## config.mk

```make
export PLATFORM = sky130hd
export DESIGN_NAME = zl_uart_host
export DESIGN_NICKNAME = d
export VERILOG_FILES = /design/src/rtl/zl_uart_host_pkg.sv /design/src/rtl/zl_uart_host_sync2.sv /design/src/rtl/zl_uart_host.sv
export SDC_FILE = /design/constraint.sdc
export NUM_CORES = 1
export LEC_CHECK = 0
export CORE_ASPECT_RATIO = 0.7
export CORE_UTILIZATION = 45
export DETAILED_ROUTE_END_ITERATION = 8
export PLACE_DENSITY = 0.73
export SYNTH_ARGS = -nofsm -noshare
export SYNTH_HDL_FRONTEND = slang
export SYNTH_HIERARCHICAL = 1
export SYNTH_SLANG_ARGS = --single-unit
```

## constraint.sdc

```tcl
create_clock -name clk -period 6.6 [get_ports clk]
set_clock_uncertainty 0.1 [all_clocks]
set_input_delay 0.99 -clock clk [delete_from_list [all_inputs] [get_ports clk]]
set_output_delay 0.99 -clock clk [all_outputs]
set_load 0.005 [all_outputs]
```

## src/rtl/zl_uart_host_pkg.sv

```systemverilog
// Shared types and constants for the zl_uart host-side serial register master.
package zl_uart_host_pkg;

    typedef enum logic [2:0] {
        ST_IDLE  = 3'd0,
        ST_ADDR  = 3'd1,
        ST_GAP   = 3'd2,
        ST_WDATA = 3'd3,
        ST_RWAIT = 3'd4,
        ST_RDATA = 3'd5,
        ST_DONE  = 3'd6,
        ST_POST  = 3'd7
    } host_state_e;

    localparam int ADDR_BITS      = 8;
    localparam int WRITE_FLAG_BIT = 0;

    localparam logic [6:0] REG_SIG_HI = 7'd0;
    localparam logic [6:0] REG_SIG_LO = 7'd1;
    localparam logic [6:0] REG_REG1   = 7'd2;
    localparam logic [6:0] REG_LED    = 7'd3;

    // Address byte on the wire: register index above the write flag.
    function automatic logic [ADDR_BITS-1:0] make_addr(input logic [6:0] reg_idx, input logic wr);
        return {reg_idx, wr};
    endfunction

endpackage

```

## src/rtl/zl_uart_host_sync2.sv

```systemverilog
// Two-flop synchroniser for the asynchronous serial input; resets to the idle-high level.
module zl_uart_host_sync2 (
    input  logic clk,
    input  logic reset_n,
    input  logic d,
    output logic q
);

    logic meta_r;
    logic sync_r;

    // Resolve metastability over two stages
    always_ff @(posedge clk or negedge reset_n) begin
        if (!reset_n) begin
            meta_r <= 1'b1;
            sync_r <= 1'b1;
        end else begin
            meta_r <= d;
            sync_r <= meta_r;
        end
    end

    assign q = sync_r;

endmodule

```

## src/rtl/zl_uart_host.sv

```systemverilog
// Host-side master: turns parallel register requests into one-bit-per-clock zl_uart frames
// and collects read data returned by the slave.
module zl_uart_host
    import zl_uart_host_pkg::*;
#(
    parameter int WR_GAP     = 2,
    parameter int RD_TIMEOUT = 32,
    parameter int POST_GAP   = 4
) (
    input  logic       clk,
    input  logic       reset_n,
    input  logic       req_valid,
    output logic       req_ready,
    input  logic       req_write,
    input  logic [6:0] req_reg,
    input  logic [7:0] req_wdata,
    output logic       rsp_valid,
    output logic [7:0] rsp_rdata,
    output logic       rsp_timeout,
    output logic       ser_tx,
    input  logic       ser_rx
);

    host_state_e          state_r, state_n;
    logic [3:0]           cnt_r, cnt_n;
    logic [7:0]           gap_r, gap_n;
    logic [ADDR_BITS-1:0] shift_r, shift_n;
    logic [7:0]           wdata_r, wdata_n;
    logic [7:0]           rdata_r, rdata_n;
    logic                 write_r, write_n;
    logic                 tx_r, tx_n;
    logic                 ready_r, ready_n;
    logic                 valid_r, valid_n;
    logic                 timeout_r, timeout_n;
    logic                 rx_s;
    logic                 accept_s;

    zl_uart_host_sync2 u_sync (
        .clk     (clk),
        .reset_n (reset_n),
        .d       (ser_rx),
        .q       (rx_s)
    );

    assign accept_s = req_valid & ready_r;

    // State register
    always_ff @(posedge clk or negedge reset_n) begin
        if (!reset_n) begin
            state_r <= ST_POST;
        end else begin
            state_r <= state_n;
        end
    end

    // Next-state decode
    always_comb begin
        state_n = state_r;
        case (state_r)
            ST_IDLE:  if (accept_s) state_n = ST_ADDR; else state_n = ST_IDLE;
            ST_ADDR:  if (cnt_r != 4'd0) state_n = ST_ADDR;
                      else if (write_r) state_n = ST_GAP;
                      else state_n = ST_RWAIT;
            ST_GAP:   if (gap_r == 8'd0) state_n = ST_WDATA; else state_n = ST_GAP;
            ST_WDATA: if (cnt_r == 4'd0) state_n = ST_DONE; else state_n = ST_WDATA;
            ST_RWAIT: if (!rx_s) state_n = ST_RDATA;
                      else if (gap_r == 8'd0) state_n = ST_DONE;
                      else state_n = ST_RWAIT;
            ST_RDATA: if (cnt_r == 4'd1) state_n = ST_DONE; else state_n = ST_RDATA;
            ST_DONE:  state_n = ST_POST;
            ST_POST:  if (gap_r == 8'd0) state_n = ST_IDLE; else state_n = ST_POST;
            default:  state_n = ST_POST;
        endcase
    end

    // Output and datapath decode: values each register takes on the next edge
    always_comb begin
        tx_n      = 1'b1;
        cnt_n     = cnt_r;
        gap_n     = gap_r;
        shift_n   = shift_r;
        wdata_n   = wdata_r;
        write_n   = write_r;
        rdata_n   = rdata_r;
        timeout_n = timeout_r;
        valid_n   = (state_n == ST_DONE);
        ready_n   = (state_n == ST_IDLE);
        case (state_r)
            ST_IDLE: begin
                if (accept_s) begin
                    tx_n    = 1'b0;
                    shift_n = make_addr(req_reg, req_write);
                    write_n = make_addr(req_reg, req_write) >> WRITE_FLAG_BIT;
                    wdata_n = req_wdata;
                    cnt_n   = 4'd8;
                end else begin
                    tx_n = 1'b1;
                end
            end
            ST_ADDR, ST_WDATA: begin
                if (cnt_r != 4'd0) begin
                    tx_n    = shift_r[ADDR_BITS-1];
                    shift_n = {shift_r[ADDR_BITS-2:0], 1'b0};
                    cnt_n   = cnt_r - 4'd1;
                end else if (state_r == ST_WDATA) begin
                    rdata_n   = 8'h00;
                    timeout_n = 1'b0;
                end else if (write_r) begin
                    gap_n = 8'(WR_GAP - 1);
                end else begin
                    gap_n = 8'(RD_TIMEOUT - 1);
                end
            end
            ST_GAP: begin
                if (gap_r == 8'd0) begin
                    tx_n    = 1'b0;
                    shift_n = wdata_r;
                    cnt_n   = 4'd8;
                end else begin
                    gap_n = gap_r - 8'd1;
                end
            end
            ST_RWAIT: begin
                if (!rx_s) begin
                    cnt_n = 4'd8;
                end else if (gap_r == 8'd0) begin
                    rdata_n   = 8'h00;
                    timeout_n = 1'b1;
                end else begin
                    gap_n = gap_r - 8'd1;
                end
            end
            ST_RDATA: begin
                shift_n = {shift_r[ADDR_BITS-2:0], rx_s};
                cnt_n   = cnt_r - 4'd1;
                if (cnt_r == 4'd1) begin
                    rdata_n   = {shift_r[ADDR_BITS-2:0], rx_s};
                    timeout_n = 1'b0;
                end else begin
                    rdata_n = rdata_r;
                end
            end
            ST_DONE: gap_n = 8'(POST_GAP - 1);
            ST_POST: if (gap_r != 8'd0) gap_n = gap_r - 8'd1; else gap_n = gap_r;
            default: tx_n = 1'b1;
        endcase
    end

    // Datapath and output registers
    always_ff @(posedge clk or negedge reset_n) begin
        if (!reset_n) begin
            cnt_r     <= 4'd0;
            gap_r     <= 8'(POST_GAP - 1);
            shift_r   <= '0;
            wdata_r   <= 8'h00;
            write_r   <= 1'b0;
            rdata_r   <= 8'h00;
            timeout_r <= 1'b0;
            valid_r   <= 1'b0;
            ready_r   <= 1'b0;
            tx_r      <= 1'b1;
        end else begin
            cnt_r     <= cnt_n;
            gap_r     <= gap_n;
            shift_r   <= shift_n;
            wdata_r   <= wdata_n;
            write_r   <= write_n;
            rdata_r   <= rdata_n;
            timeout_r <= timeout_n;
            valid_r   <= valid_n;
            ready_r   <= ready_n;
            tx_r      <= tx_n;
        end
    end

    assign req_ready   = ready_r;
    assign rsp_valid   = valid_r;
    assign rsp_rdata   = rdata_r;
    assign rsp_timeout = timeout_r;
    assign ser_tx      = tx_r;

endmodule

```

## Word-level counts from Yosys, hierarchy flattened

Index checks and enable logic that the tools add are counted.

- Equal/unequal tests: 20
- Muxes and demuxes: 42
- Reductions and logical operators: 16
- Bitwise logic cells: 1
- $add $sub $neg: 2

Operators by type and width:

| kind | count |
|---|---|
| $mux 8 | 13 |
| $pmux 8 s5 | 1 |
| $pmux 8 s4 | 1 |
| $pmux 3 s8 | 1 |
| $pmux 8 s3 | 1 |
| $ne 2x2->1 const B | 10 |
| $pmux 4 s5 | 1 |
| $mux 4 | 4 |
| $eq 3x3->1 const B | 5 |
| $mux 3 | 4 |
| $mux 1 | 10 |
| $reduce_and 5->1 | 2 |
| $reduce_bool 5->1 | 2 |
| $logic_not 8->1 | 1 |
| $reduce_bool 4->1 | 2 |
| $reduce_bool 8->1 | 1 |
| $sub 8x1->8 const B | 1 |
| $eq 3x2->1 const B | 2 |
| $logic_not 3->1 | 2 |
| $mux 2 | 3 |
| $pmux 1 s3 | 2 |
| $reduce_and 6->1 | 1 |
| $mux 5 | 1 |
| $eq 4x1->1 const B | 1 |
| other kinds (9) | 9 |

- Bits in registers: 46
- Input bits: 20
- Logic and storage cells: 94

## Longest topological paths before layout

Gate-level depths: netlist (run 1).

- Word-level depth: 5
- Mapped depth: 8
- Gate-level depth less buffers: 7

## Cells and area by module

Netlist (run 1), hierarchy kept.

By module, submodules not included:

| module | area an instance (um2) | instances | cells each |
|---|---|---|---|
| zl_uart_host | 2581.2 | 1 | 242 |
| zl_uart_host_sync2 | 52.6 | 1 | 2 |

## Least setup slack after synthesis (run 1)

Ideal clock, no wire load.

- Kind: reg2reg
- Start point: register cnt_r[0]
- End point: register gap_r[5]
- Required time: 6.422 ns
- Period minus slack after synthesis: 2.102 ns
- Slack: 4.498 ns
- Data arrival time: 1.924 ns
- Stages on the path, launching flop included: 8
- Setup time: 0.078 ns
- Cell sequence: dfrtp_1 > inv_1 > ha_1 > or3b_4 > a21oi_4 > o211ai_4 > or4_1 > a21oi_1

- Longest elaborated chain between the ends: 3

Ends and longest elaborated chain:

| element | line | text |
|---|---|---|
| start, declared | zl_uart_host.sv:25 | `logic [3:0] cnt_r, cnt_n;` |
| start signal, assigned | zl_uart_host.sv:163 | `cnt_r <= cnt_n;` |
| $reduce_bool 4->1 | zl_uart_host.sv:101 | `if (cnt_r != 4'd0) begin` |
| $ne 2x2->1 (no source line) | n/a |  |
| $reduce_and 5->1 (no source line) | n/a |  |
| end signal, assigned | zl_uart_host.sv:153 | `gap_r <= 8'(POST_GAP - 1);` |
| end signal, assigned | zl_uart_host.sv:164 | `gap_r <= gap_n;` |
| end, declared | zl_uart_host.sv:26 | `logic [7:0] gap_r, gap_n;` |

Every way passes these cells.
A chain may end at the register's enable or synchronous reset.

## Worst setup path after layout (run 1)

- Start point: register gap_r[0]
- End point: register rdata_r[7] (netlist: rsp_rdata[7])

- Longest elaborated chain between the ends: 3

Ends and longest elaborated chain:

| element | line | text |
|---|---|---|
| $logic_not 8->1 | zl_uart_host.sv:126 | `end else if (gap_r == 8'd0) begin` |
| $ne 2x2->1 (no source line) | n/a |  |
| $reduce_and 6->1 (no source line) | n/a |  |
| end signal, assigned | zl_uart_host.sv:168 | `rdata_r <= rdata_n;` |
| end, declared | zl_uart_host.sv:29 | `logic [7:0] rdata_r, rdata_n;` |

Every way passes these cells.

==> impl_metrics.json, run 1 <==
{
  "io_pins": 32,
  "powerDensity_nw_per_um2": 493,
  "worstSetupPathType": "reg -> reg",
  "detail-route-antenna-nets": 0,
  "io_buffer_count": 31,
  "crit_fanout": 12,
  "cts_buffer_depth": 2,
  "initialDrtViolationCount": 156,
  "max_stage_delay_ns": 0.84,
  "syn-num-nets": 268,
  "crit_family": "compound AO/OA/AOI/OAI gates",
  "slew_viol_final": 0,
  "reg2reg_slack_ns": 3.81,
  "root_buffer": "clkbuf_8",
  "seq_area_frac_synth_pct": 44.1,
  "crit_slowest_cell": "a31oi_1",
  "hold_end": "u_sync/q",
  "reg2regPathDepth": 7,
  "first_global_vias": 1796,
  "wl_met3_um": 304,
  "post-cts-setup-buffers": 0,
  "required_ns": 6.70,
  "setup_violations": 0,
  "arrival_ns": 2.89,
  "initial_core_util_pct": 48.6,
  "antenna_found_initial": 0,
  "critPathBufInv": 1,
  "antenna_cells": 0,
  "cts.clk_slew.worst_paths_ns": 0.09,
  "cts_tree": "yes",
  "wl_met2_um": 2260,
  "maxCapViolations": 0,
  "place.gp.congestion": 0.792,
  "tightest_slew_ns": 1.04,
  "die_area_um2": 6170,
  "final_common_cell": "dfrtp_1",
  "fp.dieW_um": 93.4,
  "drive_gt1_share_pct": 21.6,
  "crit_path_start_kind": "register",
  "reg2reg_from": "gap_r[0]",
  "period_share_pct": 42.3,
  "wl_um": 5520,
  "setup-tns-final_ns": 0,
  "stdcell_count": 341,
  "grt_usage_pct": 20.1,
  "status": "finished clean",
  "fin_nets": 292,
  "cp-end-kind": "register",
  "worst_hold_startpoint": "u_sync/meta_r",
  "die_y_um": 66.0,
  "ys_ff_latch": 46,
  "drtPass1Iterations": 4,
  "dp.final_hpwl_um": 4040,
  "synth_edf_count": 0,
  "final_cell_mix": "dfrtp_1 (38), clkdlybuf4s50_1 (30), o21ai_0 (25)",
  "synth_largest_area_cell": "dfrtp_1",
  "grt_pass1_wl_um": 9320,
  "r2r_end": "rsp_rdata[7]",
  "wl_met1_um": 2930,
  "hold_buffers": 0,
  "ys_types": 61,
  "netlist_area_um2": 2630,
  "cts_resized": 0,
  "whs_path_depth": 0,
  "htree_num_levels": 2,
  "ir_worst_vdd_uv": 201,
  "core_area_um2": 5420,
  "yosysTopAreaCellShare_pct": 36.1,
  "yosys-top-cells-area": "dfrtp_1 (36%), dfstp_2 (8.0%), o21ai_0 (4.8%), mux2_4 (4.6%), mux2_2 (3.8%)",
  "ys_warn_count": 6,
  "syn2layout_area_growth_pct": 15.6,
  "path_cells": "inv_1 > ha_1 > nor3b_1 > and2_1 > a31oi_1 > nand2_2 > a21bo_2",
  "slew_headroom_pct": 30.6,
  "synth.avg_cell_area_um2": 10.8,
  "vias_per_cell": 5.71,
  "max_freq_mhz": 358,
  "ys.flop_type": "dfrtp_1",
  "clock_sinks": 46,
  "grt_overflow": 0,
  "vias": 1947,
  "placementRows": 22,
  "drt-wirelength-per-cell_um": 16.2,
  "finalHoldViolCount": 0,
  "top_layer": "met4",
  "grt_max_degree": 47,
  "syn_inst": 244,
  "hold_path_class": "reg -> reg",
  "insertion_delay_ns": 0.30,
  "fin_crit_ns": 2.79,
  "place_inst": 333,
  "cts_made_buffers": 5,
  "rsz0062_at_grt": "false",
  "leakagePower_nw": 1.28,
  "drc": 0,
  "ys_async_sr_fraction_pct": 100
}
-- synth_stat cells, types with 3 or more instances --
cell type	n
nor3_1	5
ha_1	4
a21oi_1	15
or4_1	3
a22o_1	4
nor2_1	6
nand2_1	10
a22oi_1	7
buf_6	3
mux2_4	8
nor2b_1	10
dfstp_2	8
o21ai_0	25
mux2_2	9
buf_2	7
dfrtp_1	38
a21bo_2	8
nand4_1	9
nor3b_1	3
inv_1	9
nand2b_1	5
and2_1	3
-- flip-flops by register name, summed over array words and instances, names as in the netlist --
register       cells
gap_r              8
rsp_rdata          8
shift_r            8
wdata_r            8
cnt_r              4
state_r            3
req_ready          1
rsp_timeout        1
rsp_valid          1
ser_tx             1
u_sync/meta_r      1
u_sync/q           1
write_r            1
-- power by group --
| group | leakage [nW] | internal, mW | total [mW] | switching (mW) |
|---|---|---|---|---|
| clock | 0.0504 | 0.113 | 0.209 | 0.0965 |
| sequential | 0.570 | 0.415 | 0.562 | 0.147 |
| combinational | 0.655 | 0.367 | 0.730 | 0.363 |
| total | 1.28 | 0.895 | 1.50 | 0.607 |
-- final cells by class --
| cell class | instances | area, um2 |
|---|---|---|
| sequential | 46 | 1160 |
| clock inverter | 3 | 45.0 |
| clock buffer | 5 | 68.8 |
| fill | 467 | 2380 |
| multi-input combinational | 175 | 1340 |
| inverter | 9 | 33.8 |
| timing repair buffer | 31 | 305 |
| tap | 72 | 90.1 |
-- cell families (layout without fill, tap and decap cells) --
kind of cell	count (synthesis)	in the layout	synth area share, %
simple gates	70	70	16.4
buf+inv	23	48	4.99
compound gates	83	83	23.9
mux	17	17	8.41
flops	46	46	44.1
fa+ha+maj	4	4	1.90
xor+xnor	1	1	0.333
-- layer usage --
layer	up-vias	track usage (%)
met3	2	5.52
li1	944	-
met1	946	31.2
met4	0	2.88
met2	55	28.3
met5	-	0
-- metrics by stage --
step | total power, mW | cell area, um2 | setup WS [ns] | hold slack, ns | utilization [%]
after floorplan | 1.13 | 2630 | 4.50 | 0.245 | -
after global placement | 1.27 | 2930 | 3.88 | 0.246 | 54.1
after detailed placement | 1.30 | 2930 | 3.81 | 0.254 | 54.1
after CTS | 1.51 | 3050 | 3.83 | 0.267 | 56.2
after global routing | 1.63 | 3050 | 3.68 | 0.270 | 56.2
final | 1.50 | 3050 | 3.81 | 0.264 | 56.2
-- worst max-delay path by stage --
stage / startpoint / endpoint / slack, ns / cells past startpoint
floorplan: cnt_r[0] / gap_r[5] / 4.50 / 7
global placement: gap_r[0] / rsp_rdata[5] / 3.88 / 7
detailed placement: gap_r[0] / rsp_rdata[7] / 3.81 / 7
CTS: gap_r[0] / rsp_rdata[7] / 3.83 / 7
global route: gap_r[0] / rsp_rdata[1] / 3.68 / 7
finish: gap_r[0] / rsp_rdata[7] / 3.81 / 7
Note: power is estimated with default switching activity, not from simulation.
==> run 2, diff against run 1 <==
clock period = 2.6 ns   (was 6.6 ns; I/O delays follow)
==> run 2 against run 1 <==
Utilization is 1.2 points higher. Critical path depth is the same. Die area unchanged. Register-to-register slack got worse by 3.6 ns. Worst hold slack worse by 0.0040 ns. Worst setup slack got worse by 3.6 ns. Final cell count up 2.3%. Clock-buffer cell count did not move. Highest routed layer unchanged. Sequential share of layout area decreased by 0.77 points. Critical endpoint is now rsp_rdata[3].
==> impl_metrics.json, run 2 (synthesis gave the netlist of run 1 again) <==
{
  "path_cells": "inv_1 > ha_1 > or3b_4 > nor3_1 > a211o_1 > nand2_2 > a21bo_2",
  "finalHoldViolCount": 0,
  "required_ns": 2.70,
  "regArea_um2": 1160,
  "cts_resized": 0,
  "multi_input_area_um2": 1340,
  "crit_fanout": 10,
  "crit_path_start_kind": "register",
  "period_share_pct": 91.6,
  "core_area_um2": 5420,
  "max_freq_mhz": 420,
  "ir_worst_vdd_uv": 416,
  "worst_hold_startpoint": "u_sync/meta_r",
  "maxCapViolations": 0,
  "detail-route-antenna-nets": 0,
  "die_area_um2": 6170,
  "initial_core_util_pct": 48.6,
  "io_buffer_count": 31,
  "final_area_um2": 3110,
  "status": "finished clean",
  "leakagePower_nw": 1.31,
  "final_cell_mix": "dfrtp_1 (38), clkdlybuf4s50_1 (30), o21ai_0 (25)",
  "vias_per_cell": 5.66,
  "seqPwrFrac_pct": 36.6,
  "slew_headroom_pct": 63.6,
  "drtPass1Iterations": 4,
  "grt_usage_pct": 20.2,
  "place.gp.congestion": 0.810,
  "critPathBufInv": 1,
  "grt_pass1_wl_um": 9500,
  "p_switching_mw": 1.54,
  "placementRows": 22,
  "drt-wirelength-per-cell_um": 16.0,
  "cts_made_buffers": 5,
  "n_fill_cell": 470,
  "grt_overflow": 0,
  "root_buffer": "clkbuf_8",
  "hold_path_class": "reg -> reg",
  "crit_slowest_cell": "or3b_4",
  "crit_family": "simple AND/OR/NAND/NOR gates",
  "final_common_cell": "dfrtp_1",
  "antenna_found_initial": 0,
  "setup_violations": 0,
  "worstSetupPathType": "reg -> reg",
  "dp.final_hpwl_um": 4070,
  "grt_max_degree": 26,
  "rsz0062_at_grt": "false",
  "clock_sinks": 46,
  "power_frac_clock_pct": 13.9,
  "placed_cell_area_um2": 2980,
  "fin_crit_ns": 2.38,
  "reg2reg_from": "cnt_r[0]",
  "max_stage_delay_ns": 0.44,
  "wl_um": 5590,
  "powerDensity_nw_per_um2": 1240,
  "setup-tns-final_ns": 0,
  "power_switching_share_pct": 39.9,
  "htree_num_levels": 2,
  "p_int_mw": 2.32,
  "fin_nets": 300,
  "first_global_vias": 1880,
  "drc": 0,
  "cts_buffer_depth": 2,
  "die_y_um": 66.0,
  "syn2layout_area_growth_pct": 18.0,
  "antenna_cells": 0,
  "fp.dieW_um": 93.4,
  "insertion_delay_ns": 0.30,
  "initialDrtViolationCount": 169,
  "cts_tree": "yes",
  "io_pins": 32,
  "vias": 1976,
  "slew_viol_final": 0,
  "arrival_ns": 2.48,
  "tightest_slew_ns": 0.545,
  "drive_gt1_share_pct": 23.5,
  "cp-end-kind": "register",
  "p_comb_share_pct": 49.5,
  "cts.clk_slew.worst_paths_ns": 0.09,
  "startpoint": "cnt_r[0]"
}
-- run 2: per-layer routing --
layer,track usage [%],up-vias,share of wire (%)
met5,0,-,0
met2,27.6,63,40
li1,-,961,-
met1,31.6,945,53
met3,4.94,7,6.6
met4,4.62,0,0.91
-- run 2: stage by stage --
stage | utilization, % | instances | setup WS [ns] | power (mW) | hold WS, ns
after floorplan | - | 244 | 0.498 | 2.86 | -0.00559
after global placement | 55.0 | 340 | 0.292 | 3.28 | 0.187
after detailed placement | 55.0 | 340 | 0.238 | 3.31 | 0.187
after CTS | 57.3 | 349 | 0.221 | 3.86 | 0.260
after global routing | 57.3 | 349 | 0.0747 | 4.17 | 0.263
final | 57.3 | 349 | 0.219 | 3.86 | 0.259
-- run 2: worst register-to-register path, cell delays in order (launching register included) --
cell     delay [ns]
dfrtp_1        0.40
inv_1          0.10
ha_1           0.21
or3b_4         0.44
nor3_1         0.27
a211o_1        0.32
nand2_2        0.19
a21bo_2        0.26
-- run 2: repair_timing --
action                    CTS  global route
buffers inserted            0             0
hold buffers                1             0
hold endpoints to repair   10             0
-- run 2: area by class of cell --
class	instances	share of cell area (%)
multi-input combinational	175	43.2
sequential	46	37.4
timing repair buffer	39	11.8
tap	72	2.90
clock buffer	5	2.21
clock inverter	3	1.45
inverter	9	1.09
-- run 2: worst paths after layout --
kind | endpoint | slack [ns] | depth (start not counted)
setup / recovery | rsp_rdata[3] | 0.22 | 7
hold / removal | u_sync/q | 0.26 | 0
setup reg to reg | rsp_rdata[3] | 0.22 | 7
hold reg to reg | u_sync/q | 0.26 | 0
max in group asynchronous | state_r[0] | 1.40 | 3
min in group asynchronous | wdata_r[1] | 0.39 | 2
-- run 2: power by group through the flow --
stage | clock network [mW] | logic, mW | registers [mW]
after floorplan | 0 | 1.64 | 1.22
after global placement | 0 | 1.87 | 1.41
after detailed placement | 0 | 1.90 | 1.41
after CTS | 0.549 | 1.91 | 1.40
after global routing | 0.581 | 2.12 | 1.47
final | 0.538 | 1.91 | 1.41
==> run 3, diff against run 2 <==
CORE_ASPECT_RATIO = not set   (was 0.7)
CORE_MARGIN = 8   (was not set)
PLACE_DENSITY = 0.67   (was 0.73)
==> run 3 against run 2 <==
Register-to-register slack about the same. First-iteration DRC count down 38%. Cell area down 0.72%. Global-route usage down 6.6 points. Via count down 0.20%.
==> impl_metrics.json, run 3 (synthesis gave the netlist of run 1 again) <==
{
  "status": "finished clean",
  "syn2layout_area_growth_pct": 17.1,
  "holdWs_ns": 0.0580,
  "cts_tree": "yes",
  "initial_core_util_pct": 45.6,
  "max_freq_mhz": 418,
  "final_common_cell": "dfrtp_1",
  "slew_headroom_pct": 62.5,
  "slew_viol_final": 0,
  "dp.final_hpwl_um": 4040,
  "reg2reg_from": "cnt_r[0]",
  "maxCapViolations": 0,
  "grt_max_degree": 47,
  "wl_um": 5620,
  "fin_util_pct": 53.4,
  "powerDensity_nw_per_um2": 1250,
  "hold_buffers": 0,
  "cts.clk_slew.worst_paths_ns": 0.09,
  "ir_worst_vdd_uv": 479,
  "reg2regPathDepth": 7,
  "drive_gt1_share_pct": 23.0,
  "insertion_delay_ns": 0.30,
  "grt_usage_pct": 13.6,
  "post-cts-setup-buffers": 0,
  "cp-end-kind": "register",
  "cts_buffer_depth": 2,
  "max_stage_delay_ns": 0.43,
  "fp.dieW_um": 92.5,
  "path_cells": "inv_1 > ha_1 > or3b_4 > nor3_1 > a211o_1 > nand2_2 > a21bo_2",
  "antenna_cells": 0,
  "setup_violations": 0,
  "io_pins": 32,
  "worstSetupPathType": "reg -> reg",
  "cts_made_buffers": 5,
  "leakagePower_nw": 1.31,
  "required_ns": 2.70,
  "fin_crit_ns": 2.39,
  "vias": 1972,
  "setup-tns-final_ns": 0,
  "io_buffer_count": 31,
  "r2r_end": "rsp_rdata[7]",
  "drt-wirelength-per-cell_um": 16.1,
  "die_y_um": 92.5,
  "crit_fanout": 10,
  "fin_nets": 297,
  "finalHoldViolCount": 0,
  "placementRows": 28,
  "crit_slowest_cell": "or3b_4",
  "root_buffer": "clkbuf_8",
  "hold_path_class": "in -> async",
  "arrival_ns": 2.49,
  "reg2reg_slack_ns": 0.21,
  "antenna_found_initial": 0,
  "core_area_um2": 5780,
  "final_cell_mix": "dfrtp_1 (38), clkdlybuf4s50_1 (30), o21ai_0 (25)",
  "place.gp.congestion": 0.843,
  "initialDrtViolationCount": 105,
  "detail-route-antenna-nets": 0,
  "critPathBufInv": 1,
  "drc": 0,
  "grt_pass1_wl_um": 9550,
  "rsz0062_at_grt": "false",
  "grt_overflow": 0,
  "cts_resized": 0,
  "drtPass1Iterations": 4,
  "htree_num_levels": 2,
  "vias_per_cell": 5.65,
  "die_area_um2": 8560,
  "tightest_slew_ns": 0.562,
  "first_global_vias": 1924,
  "period_share_pct": 91.9,
  "clock_sinks": 46,
  "crit_path_start_kind": "register",
  "crit_family": "simple AND/OR/NAND/NOR gates"
}
==> run 3: power breakdown <==
group | switching, mW | internal [mW] | total (mW)
registers | 0.356 | 1.05 | 1.41
logic | 0.931 | 0.971 | 1.90
clock network | 0.249 | 0.288 | 0.537
==> run 3: per-layer routing <==
metal  global-route usage [%]  share of wire, %
met4                     3.76              0.77
met5                        0                 0
met1                     18.6                49
met3                     3.96               5.0
met2                     20.5                45
==> run 3: area by class of cell <==
cell class	count	area [um2]
Fill cell	510	2700
Multi-Input combinational cell	175	1340
Sequential cell	46	1160
Timing Repair Buffer	36	343
Tap cell	75	93.8
Clock buffer	5	68.8
Clock inverter	3	43.8
Inverter	9	33.8
==> run 3: worst max-delay path by stage <==
stage | to | startpoint | cells past startpoint
2_1_floorplan | gap_r[5] | cnt_r[0] | 7
3_3_place_gp | gap_r[6] | state_r[1] | 5
3_5_place_dp | gap_r[5] | state_r[1] | 5
4_1_cts | rsp_rdata[7] | cnt_r[0] | 7
5_1_grt | rsp_rdata[3] | cnt_r[0] | 7
6_report | rsp_rdata[7] | cnt_r[0] | 7
==> run 3: metrics by stage <==
| stage | power, mW | setup slack, ns | cell area, um2 | cells |
|---|---|---|---|---|
| floorplan | 2.86 | 0.498 | 2630 | 244 |
| global placement | 3.27 | 0.303 | 2970 | 341 |
| detailed placement | 3.32 | 0.250 | 2970 | 341 |
| CTS | 3.88 | 0.227 | 3090 | 349 |
| global route | 4.15 | 0.0605 | 3090 | 349 |
| finish | 3.85 | 0.210 | 3090 | 349 |
